### config.mk
export PLATFORM = sky130hd
export DESIGN_NAME = isa_bus_master
export DESIGN_NICKNAME = d
export VERILOG_FILES = /design/src/rtl/isa_bus_master.sv
export SDC_FILE = /design/constraint.sdc
export NUM_CORES = 1
export LEC_CHECK = 0
export CAP_MARGIN = 20
export CORE_MARGIN = 3
export CORE_UTILIZATION = 50
export CTS_CLUSTER_SIZE = 30
export DETAILED_ROUTE_END_ITERATION = 6
export PLACE_DENSITY = 0.78
export SYNTH_ARGS = -nofsm -noshare
export SYNTH_HDL_FRONTEND = slang
export SYNTH_SLANG_ARGS = --single-unit
### constraint.sdc
create_clock -name clk -period 3.9 [get_ports clk]
set_clock_uncertainty 0.05 [all_clocks]
set_input_delay 0.78 -clock clk [delete_from_list [all_inputs] [get_ports clk]]
set_output_delay 0.78 -clock clk [all_outputs]
set_load 0.02 [all_outputs]
### src/rtl/isa_bus_master.sv
// ISA bus initiator: turns valid/ready requests into 8-bit I/O and memory cycles
// with ALE/SETUP/CMD/WAIT/HOLD phasing, RDY wait states, 0WS early termination and timeout.
module isa_bus_master #(
    parameter int ALE_CYC     = 1,
    parameter int SETUP_CYC   = 1,
    parameter int CMD_CYC     = 3,
    parameter int ZWS_CYC     = 1,
    parameter int HOLD_CYC    = 1,
    parameter int TIMEOUT_CYC = 255
) (
    input  logic        clk,
    input  logic        reset_l,
    input  logic        req_valid,
    output logic        req_ready,
    input  logic [1:0]  req_type,
    input  logic [19:0] req_addr,
    input  logic [7:0]  req_wdata,
    output logic        rsp_valid,
    output logic [7:0]  rsp_rdata,
    output logic        rsp_timeout,
    output logic [19:0] bus_a,
    output logic        bus_ale,
    output logic        bus_aen,
    output logic        bus_ior_l,
    output logic        bus_iow_l,
    output logic        bus_memr_l,
    output logic        bus_memw_l,
    output logic [7:0]  bus_d_out,
    output logic        bus_d_oe,
    input  logic [7:0]  bus_d_in,
    input  logic        bus_rdy,
    input  logic        bus_0ws_l
);

    typedef enum logic [2:0] {
        ST_IDLE, ST_ALE, ST_SETUP, ST_CMD, ST_WAIT, ST_HOLD
    } state_e;

    localparam int CNT_W = 16;
    localparam logic [CNT_W-1:0] CNT_ONE = CNT_W'(1);
    localparam logic [CNT_W-1:0] ALE_N   = CNT_W'(ALE_CYC);
    localparam logic [CNT_W-1:0] SETUP_N = CNT_W'(SETUP_CYC);
    localparam logic [CNT_W-1:0] CMD_N   = CNT_W'(CMD_CYC);
    localparam logic [CNT_W-1:0] ZWS_N   = CNT_W'(ZWS_CYC);
    localparam logic [CNT_W-1:0] HOLD_N  = CNT_W'(HOLD_CYC);
    localparam logic [7:0]       TO_N    = 8'(TIMEOUT_CYC);

    state_e           state_q;
    logic [CNT_W-1:0] cnt_q;
    logic [7:0]       wcnt_q;
    logic [1:0]       type_q;
    logic [7:0]       wdata_q;
    logic [7:0]       rd_q;
    logic             timeout_q;
    logic [19:0]      bus_a_q;
    logic             ale_q;
    logic             aen_q;
    logic [3:0]       strb_l_q;   // index = request type: ior, iow, memr, memw
    logic [7:0]       d_out_q;
    logic             d_oe_q;
    logic             rsp_valid_q;
    logic [7:0]       rsp_rdata_q;
    logic             rsp_timeout_q;

    logic rst_meta_q, rst_n_q;
    logic rdy_meta_q, rdy_s_q;
    logic zws_meta_q, zws_s_q;

    // Reset asserts immediately but releases only on a clock edge.
    always_ff @(posedge clk or negedge reset_l) begin
        if (!reset_l) begin
            rst_meta_q <= 1'b0;
            rst_n_q    <= 1'b0;
        end else begin
            // NOTE: non-blocking assignments keep every flop sampling pre-edge values.
            rst_meta_q <= 1'b1;
            rst_n_q    <= rst_meta_q;
        end
    end

    // Two-flop synchronizers for the target's asynchronous handshake lines.
    always_ff @(posedge clk or negedge rst_n_q) begin
        if (!rst_n_q) begin
            rdy_meta_q <= 1'b1;
            rdy_s_q    <= 1'b1;
            zws_meta_q <= 1'b1;
            zws_s_q    <= 1'b1;
        end else begin
            rdy_meta_q <= bus_rdy;
            rdy_s_q    <= rdy_meta_q;
            zws_meta_q <= bus_0ws_l;
            zws_s_q    <= zws_meta_q;
        end
    end

    logic [3:0] strb_sel;
    logic       cmd_last;
    logic       zws_exit;

    always_comb begin
        // NOTE: default first so the indexed write below cannot infer a latch.
        strb_sel         = 4'hF;
        strb_sel[type_q] = 1'b0;
    end

    assign cmd_last = (cnt_q == CMD_N);
    assign zws_exit = (cnt_q >= ZWS_N) && !zws_s_q && rdy_s_q;

    always_ff @(posedge clk or negedge rst_n_q) begin
        if (!rst_n_q) begin
            state_q       <= ST_IDLE;
            cnt_q         <= '0;
            wcnt_q        <= '0;
            type_q        <= '0;
            wdata_q       <= '0;
            rd_q          <= '0;
            timeout_q     <= 1'b0;
            bus_a_q       <= '0;
            ale_q         <= 1'b0;
            aen_q         <= 1'b1;
            strb_l_q      <= 4'hF;
            d_out_q       <= '0;
            d_oe_q        <= 1'b0;
            rsp_valid_q   <= 1'b0;
            rsp_rdata_q   <= '0;
            rsp_timeout_q <= 1'b0;
        end else begin
            rsp_valid_q <= 1'b0;
            case (state_q)
                ST_IDLE: begin
                    if (req_valid) begin
                        type_q  <= req_type;
                        wdata_q <= req_wdata;
                        bus_a_q <= req_addr;
                        aen_q   <= 1'b0;
                        ale_q   <= 1'b1;
                        cnt_q   <= CNT_ONE;
                        state_q <= ST_ALE;
                    end
                end
                ST_ALE: begin
                    if (cnt_q == ALE_N) begin
                        ale_q   <= 1'b0;
                        cnt_q   <= CNT_ONE;
                        state_q <= ST_SETUP;
                        if (type_q[0]) begin
                            d_out_q <= wdata_q;
                            d_oe_q  <= 1'b1;
                        end
                    end else begin
                        cnt_q <= cnt_q + CNT_ONE;
                    end
                end
                ST_SETUP: begin
                    if (cnt_q == SETUP_N) begin
                        strb_l_q <= strb_sel;
                        cnt_q    <= CNT_ONE;
                        state_q  <= ST_CMD;
                    end else begin
                        cnt_q <= cnt_q + CNT_ONE;
                    end
                end
                ST_CMD: begin
                    if (zws_exit || (cmd_last && rdy_s_q)) begin
                        strb_l_q  <= 4'hF;
                        rd_q      <= bus_d_in;
                        timeout_q <= 1'b0;
                        cnt_q     <= CNT_ONE;
                        state_q   <= ST_HOLD;
                    end else if (cmd_last) begin
                        wcnt_q  <= 8'd1;
                        state_q <= ST_WAIT;
                    end else begin
                        cnt_q <= cnt_q + CNT_ONE;
                    end
                end
                ST_WAIT: begin
                    // Target readiness wins over the timeout on the final wait cycle.
                    if (rdy_s_q || (wcnt_q == TO_N)) begin
                        strb_l_q  <= 4'hF;
                        rd_q      <= bus_d_in;
                        timeout_q <= !rdy_s_q;
                        cnt_q     <= CNT_ONE;
                        state_q   <= ST_HOLD;
                    end else begin
                        wcnt_q <= wcnt_q + 8'd1;
                    end
                end
                ST_HOLD: begin
                    if (cnt_q == HOLD_N) begin
                        d_oe_q        <= 1'b0;
                        aen_q         <= 1'b1;
                        rsp_valid_q   <= 1'b1;
                        rsp_rdata_q   <= type_q[0] ? 8'h00 : rd_q;
                        rsp_timeout_q <= timeout_q;
                        state_q       <= ST_IDLE;
                    end else begin
                        cnt_q <= cnt_q + CNT_ONE;
                    end
                end
                default: state_q <= ST_IDLE;
            endcase
        end
    end

    assign req_ready   = (state_q == ST_IDLE);
    assign rsp_valid   = rsp_valid_q;
    assign rsp_rdata   = rsp_rdata_q;
    assign rsp_timeout = rsp_timeout_q;
    assign bus_a       = bus_a_q;
    assign bus_ale     = ale_q;
    assign bus_aen     = aen_q;
    assign bus_ior_l   = strb_l_q[0];
    assign bus_iow_l   = strb_l_q[1];
    assign bus_memr_l  = strb_l_q[2];
    assign bus_memw_l  = strb_l_q[3];
    assign bus_d_out   = d_out_q;
    assign bus_d_oe    = d_oe_q;

endmodule

==> results.toml, run 1 <==
[run_status]
status = "completed"

[cts]
cts.reportedPaths.clkPinSlew_ps = 90
cts_max_level = 3
cts.sinks = 97
cts_resized = 0
cts_setup_buffers = 0
cts_hold_buf = 0
clock_latency_ps = 360
cts_buffer_depth = 2
cts_tree = "done"
clock-root-buffer = "clkbuf_8"
cts_inserted_buffers = 9

[synthesis]
syn_inst = 453
synth_edf_count = 0
synthesis.area_um2 = 4420
async_flop_share = 1.00
postSynthNetCount = 500
ys_seq_area_frac = 0.552
synth_warnings = 0
yosys_register_bits = 97
syn_avg_cell_area_um2 = 9.75
synthFlopType = "dfrtp_1"
synth_cell_types = 58

[worst_setup_path]
path_class = "reg2out"
critPathArrivalTime_ps = 1940
crit_path_start_kind = "register"
cp_top_family = "buffers and inverters"
path_buf_inv = 1
cp_data_required_time_ps = 3070
slowest_delay_ps = 700
path_cells = "nor3_1 -> clkdlybuf4s50_1"
critPathCaptureType = "output pin"
crit_fanout = 16
slowest_stage = "clkdlybuf4s50_1"

[floorplan]
die_w_um = 100
io_pins = 89
start_util = 0.527
rows = 33
die_area_um2 = 10000
core-area_um2 = 8380
die_h_um = 100

[timing]
min_period_over_period = 0.711
finalSetupTns_ps = 0
finalHoldViolCount = 0
setup_viol = 0
max_freq_mhz = 361
drv_slew = 0
worst_pin_slew_ps = 1050
timing.slew.headroom = 0.303
layout_min_cycle_time_ps = 2770
grt_setup_unrepaired = "no"

[finish]
diodes = 0
final_common_cell = "nand2_1"
nets = 582
finalNonFillerCells = 645
layout_common_cells = "nand2_1 (135), clkdlybuf4s50_1 (88), dfrtp_1 (87), nor2_1 (30), mux2_1 (16)"
drive_above_1_share = 0.0759
syn2layout_area_growth_pct = 27.1

[global_route]
grt_pass1_wl_um = 16900
overflow = 0
antenna_found_initial = 0
grt_pass1_vias = 3534
grt_usage = 0.209
grt_max_degree = 66

[drt]
vias_per_cell = 5.43
drt-total-wl_um = 9780
drtAntennaViolNets = 0
num_vias = 3505
drt-initial-drc-count = 227
route.detailed.drc = 0
routedWlPerCell_um = 15.2
first_pass_iters = 4

[worst_hold_path]
min_path_type = "reg2reg"

[flow_run]
drv_cap = 0

[place]
portBuffers = 88
gp_congestion = 0.869
dp_hpwl_um = 6940
dp.cells = 628

[power_and_ir_drop]
peakVddDrop_uv = 202
power.density_nw_per_um2 = 326
cellLeakagePower_nw = 2.62
p_total_w = 0.00183
flip-flops by register name, summed over array words and instances (netlist names), 2 cells and up:
register	count
bus_d_out	8
wcnt_q	8
wdata_q	8
rd_q	8
strb_l_q	4
type_q	2
bus_a	20
cnt_q	16
state_q	3
rsp_rdata	8
metrics by stage:
stage	setup slack (ps)	hold slack, ps	util	cell area [µm²]
after floorplan	964	281	-	4420
after global placement	1080	288	0.639	5360
after detailed placement	997	286	0.639	5360
after CTS	1120	311	0.667	5590
after global routing	1010	318	0.670	5620
final	1130	311	0.670	5620
final timing paths:
check / slack (ps) / cells after the start / end / startpoint
worst min-delay path: 310 / 0 / rst_n_q / rst_meta_q
worst max-delay path: 1130 / 2 / req_ready / state_q[2]
max in group asynchronous: 2490 / 1 / bus_aen / rst_n_q
worst min register to register: 310 / 0 / rst_n_q / rst_meta_q
worst max register to register: 1200 / 6 / cnt_q[10] / cnt_q[13]
min in group asynchronous: 380 / 0 / bus_a[9] / rst_n_q
cell families (layout without fill, tap and decap cells):
group	after synthesis	count (layout)	share of synthesized area
fa+ha+maj	4	4	0.0113
xor+xnor	4	4	0.00793
buf+inv	29	116	0.0283
simple gates	237	237	0.256
other cells	1	1	0.000849
mux	17	17	0.0431
flops	97	97	0.552
compound gates	64	64	0.100
cell usage after synthesis (2+ instances only):
cell | number | area share
o21ai_1 | 5 | 0.0057
nor3_1 | 4 | 0.0045
mux2_1 | 16 | 0.041
nand2b_1 | 14 | 0.020
buf_4 | 3 | 0.0051
nor4_1 | 2 | 0.0028
nand4_1 | 6 | 0.0085
nand3_1 | 14 | 0.016
a22o_1 | 5 | 0.0099
dfrtp_1 | 88 | 0.50
nand2_1 | 135 | 0.11
o21ai_0 | 14 | 0.016
buf_2 | 4 | 0.0045
clkbuf_1 | 13 | 0.011
nor4b_1 | 2 | 0.0040
nor4_2 | 2 | 0.0057
dfstp_2 | 9 | 0.054
ha_1 | 4 | 0.011
or2_1 | 2 | 0.0028
a2bb2oi_1 | 3 | 0.0060
a21o_1 | 3 | 0.0051
xor2_1 | 3 | 0.0060
nor2_1 | 30 | 0.025
o2bb2ai_1 | 2 | 0.0040
a21oi_1 | 14 | 0.016
o22ai_1 | 3 | 0.0042
or3_1 | 4 | 0.0057
inv_1 | 7 | 0.0060
and3_1 | 3 | 0.0042
and2_1 | 4 | 0.0057
and4_1 | 2 | 0.0040
o311ai_1 | 6 | 0.012
o211ai_1 | 2 | 0.0034
layout make-up:
type,instances,area [µm²]
Multi-Input combinational cell,327,1850
Clock inverter,5,86.3
Fill cell,656,2770
Sequential cell,97,2440
Inverter,8,30.0
Timing Repair Buffer,92,931
Clock buffer,11,141
Tap cell,105,131
power by group:
group	switching, W	internal [W]	total (W)
clock	0.000355	0.000384	0.000739
combinational	0.0000166	0.0000421	0.0000587
sequential	0.0000169	0.00101	0.00103
routing by layer:
layer | track usage | wire length, µm
met1 | 0.280 | 4330
met2 | 0.344 | 4760
met3 | 0.0396 | 509
met4 | 0.0674 | 180
met5 | 0 | 0
No activity file was read; power rests on OpenSTA's default activity.
==> inputs of run 2 (changes only) <==
- CORE_UTILIZATION: 50 -> 46
- PLACE_DENSITY: 0.78 -> 0.75
- clock period: 3.9 -> 2.3 ns (I/O delays scaled with it)
==> run 2 against run 1 <==
Against the previous run:
- the flow now finishes with violations (setup timing)
- register-to-register slack worse by 1200 ps
- combinational power up 100%
- final area up 7.7%
- power up 64%
- worst hold slack worse by 110 ps
- die area up 8.2%
- critical path type is now reg2reg
- largest cell class unchanged
==> results.toml, run 2 (same netlist as run 1, synthesis figures left out) <==
[run_status]
status = "finished with violations"
violations = "setup timing"

[finish]
syn2layout_area_growth_pct = 36.9
largest_reg_flops = 20
final_common_cell = "nand2_1"
final_area_um2 = 6050
finalNonFillerCells = 712
layout_common_cells = "nand2_1 (135), dfrtp_1 (87), clkdlybuf4s50_1 (87), buf_4 (43), nor2_1 (30)"
diodes = 0
drive_above_1_share = 0.166
fin_util = 0.651
nets = 625

[worst_setup_path]
critPathCaptureType = "register"
slowest_stage = "or4_4"
path_class = "reg2reg"
slowest_delay_ps = 620
crit_path_start_kind = "register"
critPathArrivalTime_ps = 2520
path_cells = "nor4_4 -> nand4_1 -> or4_4 -> nand4_4 -> nand2b_4 -> buf_6 -> o311ai_2"
cp_data_required_time_ps = 2470
crit_fanout = 5

[place]
placed_area_um2 = 5700
dp_hpwl_um = 7290
dp_slack_ps = -43.5
gp_congestion = 0.861
dp.cells = 690
portBuffers = 88

[floorplan]
start_util = 0.476
io_pins = 89
die_h_um = 104
core-area_um2 = 9280
rows = 35
die_w_um = 104
die_area_um2 = 10800

[drt]
num_vias = 3697
drt-total-wl_um = 10300
routedWlPerCell_um = 14.5
drt-initial-drc-count = 203
first_pass_iters = 5
route.detailed.drc = 0
drtAntennaViolNets = 0
vias_per_cell = 5.19

[power_and_ir_drop]
cellLeakagePower_nw = 2.82
power.density_nw_per_um2 = 495
peakVddDrop_uv = 314

[timing]
max_freq_mhz = 426
drv_slew = 0
setup_slack_ps = -49.9
layout_min_cycle_time_ps = 2350
setup_viol = 8
finalHoldViolCount = 0
min_period_over_period = 1.02
grt_setup_unrepaired = "yes"

[global_route]
antenna_found_initial = 0
grt_pass1_vias = 3675
grt_max_degree = 49
overflow = 0
grt_usage = 0.191
grt_pass1_wl_um = 17300

[cts]
cts_tree = "done"
cts_buffer_depth = 2
cts_max_level = 3
clock-root-buffer = "clkbuf_8"
cts_hold_buf = 0
cts_inserted_buffers = 9
clock_latency_ps = 360
cts.reportedPaths.clkPinSlew_ps = 100
cts.sinks = 97

[flow_run]
drv_cap = 0

[worst_hold_path]
min_path_type = "in2async"
==> run 2: cell types whose count changed in the layout (fill, tap and decap cells not counted), sizes merged <==
cell	change
clkinv	-2
clkdlybuf4s50	-1
inv	+1
clkinvlp	+2
bufinv	-1
dlygate4sd2	+1
buf	+43
==> run 2: routing by layer <==
metal,vias to the layer above,global-route usage,part of all wire
li1,1788,-,-
met1,1763,0.246,0.42
met2,128,0.312,0.49
met3,18,0.0590,0.076
met4,0,0.0532,0.015
met5,-,0,0
==> run 2: worst max-delay path, delay by kind of cell (launching register included) <==
kind	cells	cell delay, ps
simple gates	5	1480
buf+inv	1	120
compound gates	1	100
flops	1	450
==> run 2: per-stage QoR <==
stage               hold WS (ps)  setup TNS [ps]  power [W]
floorplan                    114               0    0.00180
detailed placement           208            -227    0.00189
global placement             205               0    0.00189
CTS                          186           -6.07    0.00303
finish                       199            -212    0.00300
global route                 188           -1640    0.00312
==> run 2: worst paths after layout <==
| path | from | to | slack [ps] | cells past startpoint |
|---|---|---|---|---|
| max in group asynchronous | rst_n_q | strb_l_q[3] | 1330 | 1 |
| worst min register to register | rst_n_q | cnt_q[13] | 210 | 0 |
| worst min-delay path | reset_l | rst_n_q | 200 | 1 |
| min in group clk | rst_meta_q | rst_n_q | 300 | 0 |
| worst max register to register | cnt_q[2] | cnt_q[10] | -50 | 7 |
| worst max-delay path | cnt_q[2] | cnt_q[10] | -50 | 7 |
==> run 2: cell type report <==
| class | instances | area (µm²) |
|---|---|---|
| Fill cell | 765 | 3240 |
| Sequential cell | 97 | 2440 |
| Multi-Input combinational cell | 327 | 1950 |
| Timing Repair Buffer | 135 | 1260 |
| Tap cell | 129 | 161 |
| Clock buffer | 11 | 141 |
| Clock inverter | 5 | 62.6 |
| Inverter | 8 | 30.0 |
==> run 2: report_power, final <==
part | internal [W] | switching (W)
sequential | 0.00172 | 0.0000185
combinational | 0.0000780 | 0.0000408
clock | 0.000541 | 0.000596
total | 0.00234 | 0.000656
==> run 2: repair_timing <==
item	in CTS	in global routing
gates resized for setup	2	18
buffers inserted	0	5
pin swaps	0	9
gates cloned	0	1
endpoints found under the hold margin	0	0
endpoints found under the setup margin	11	31
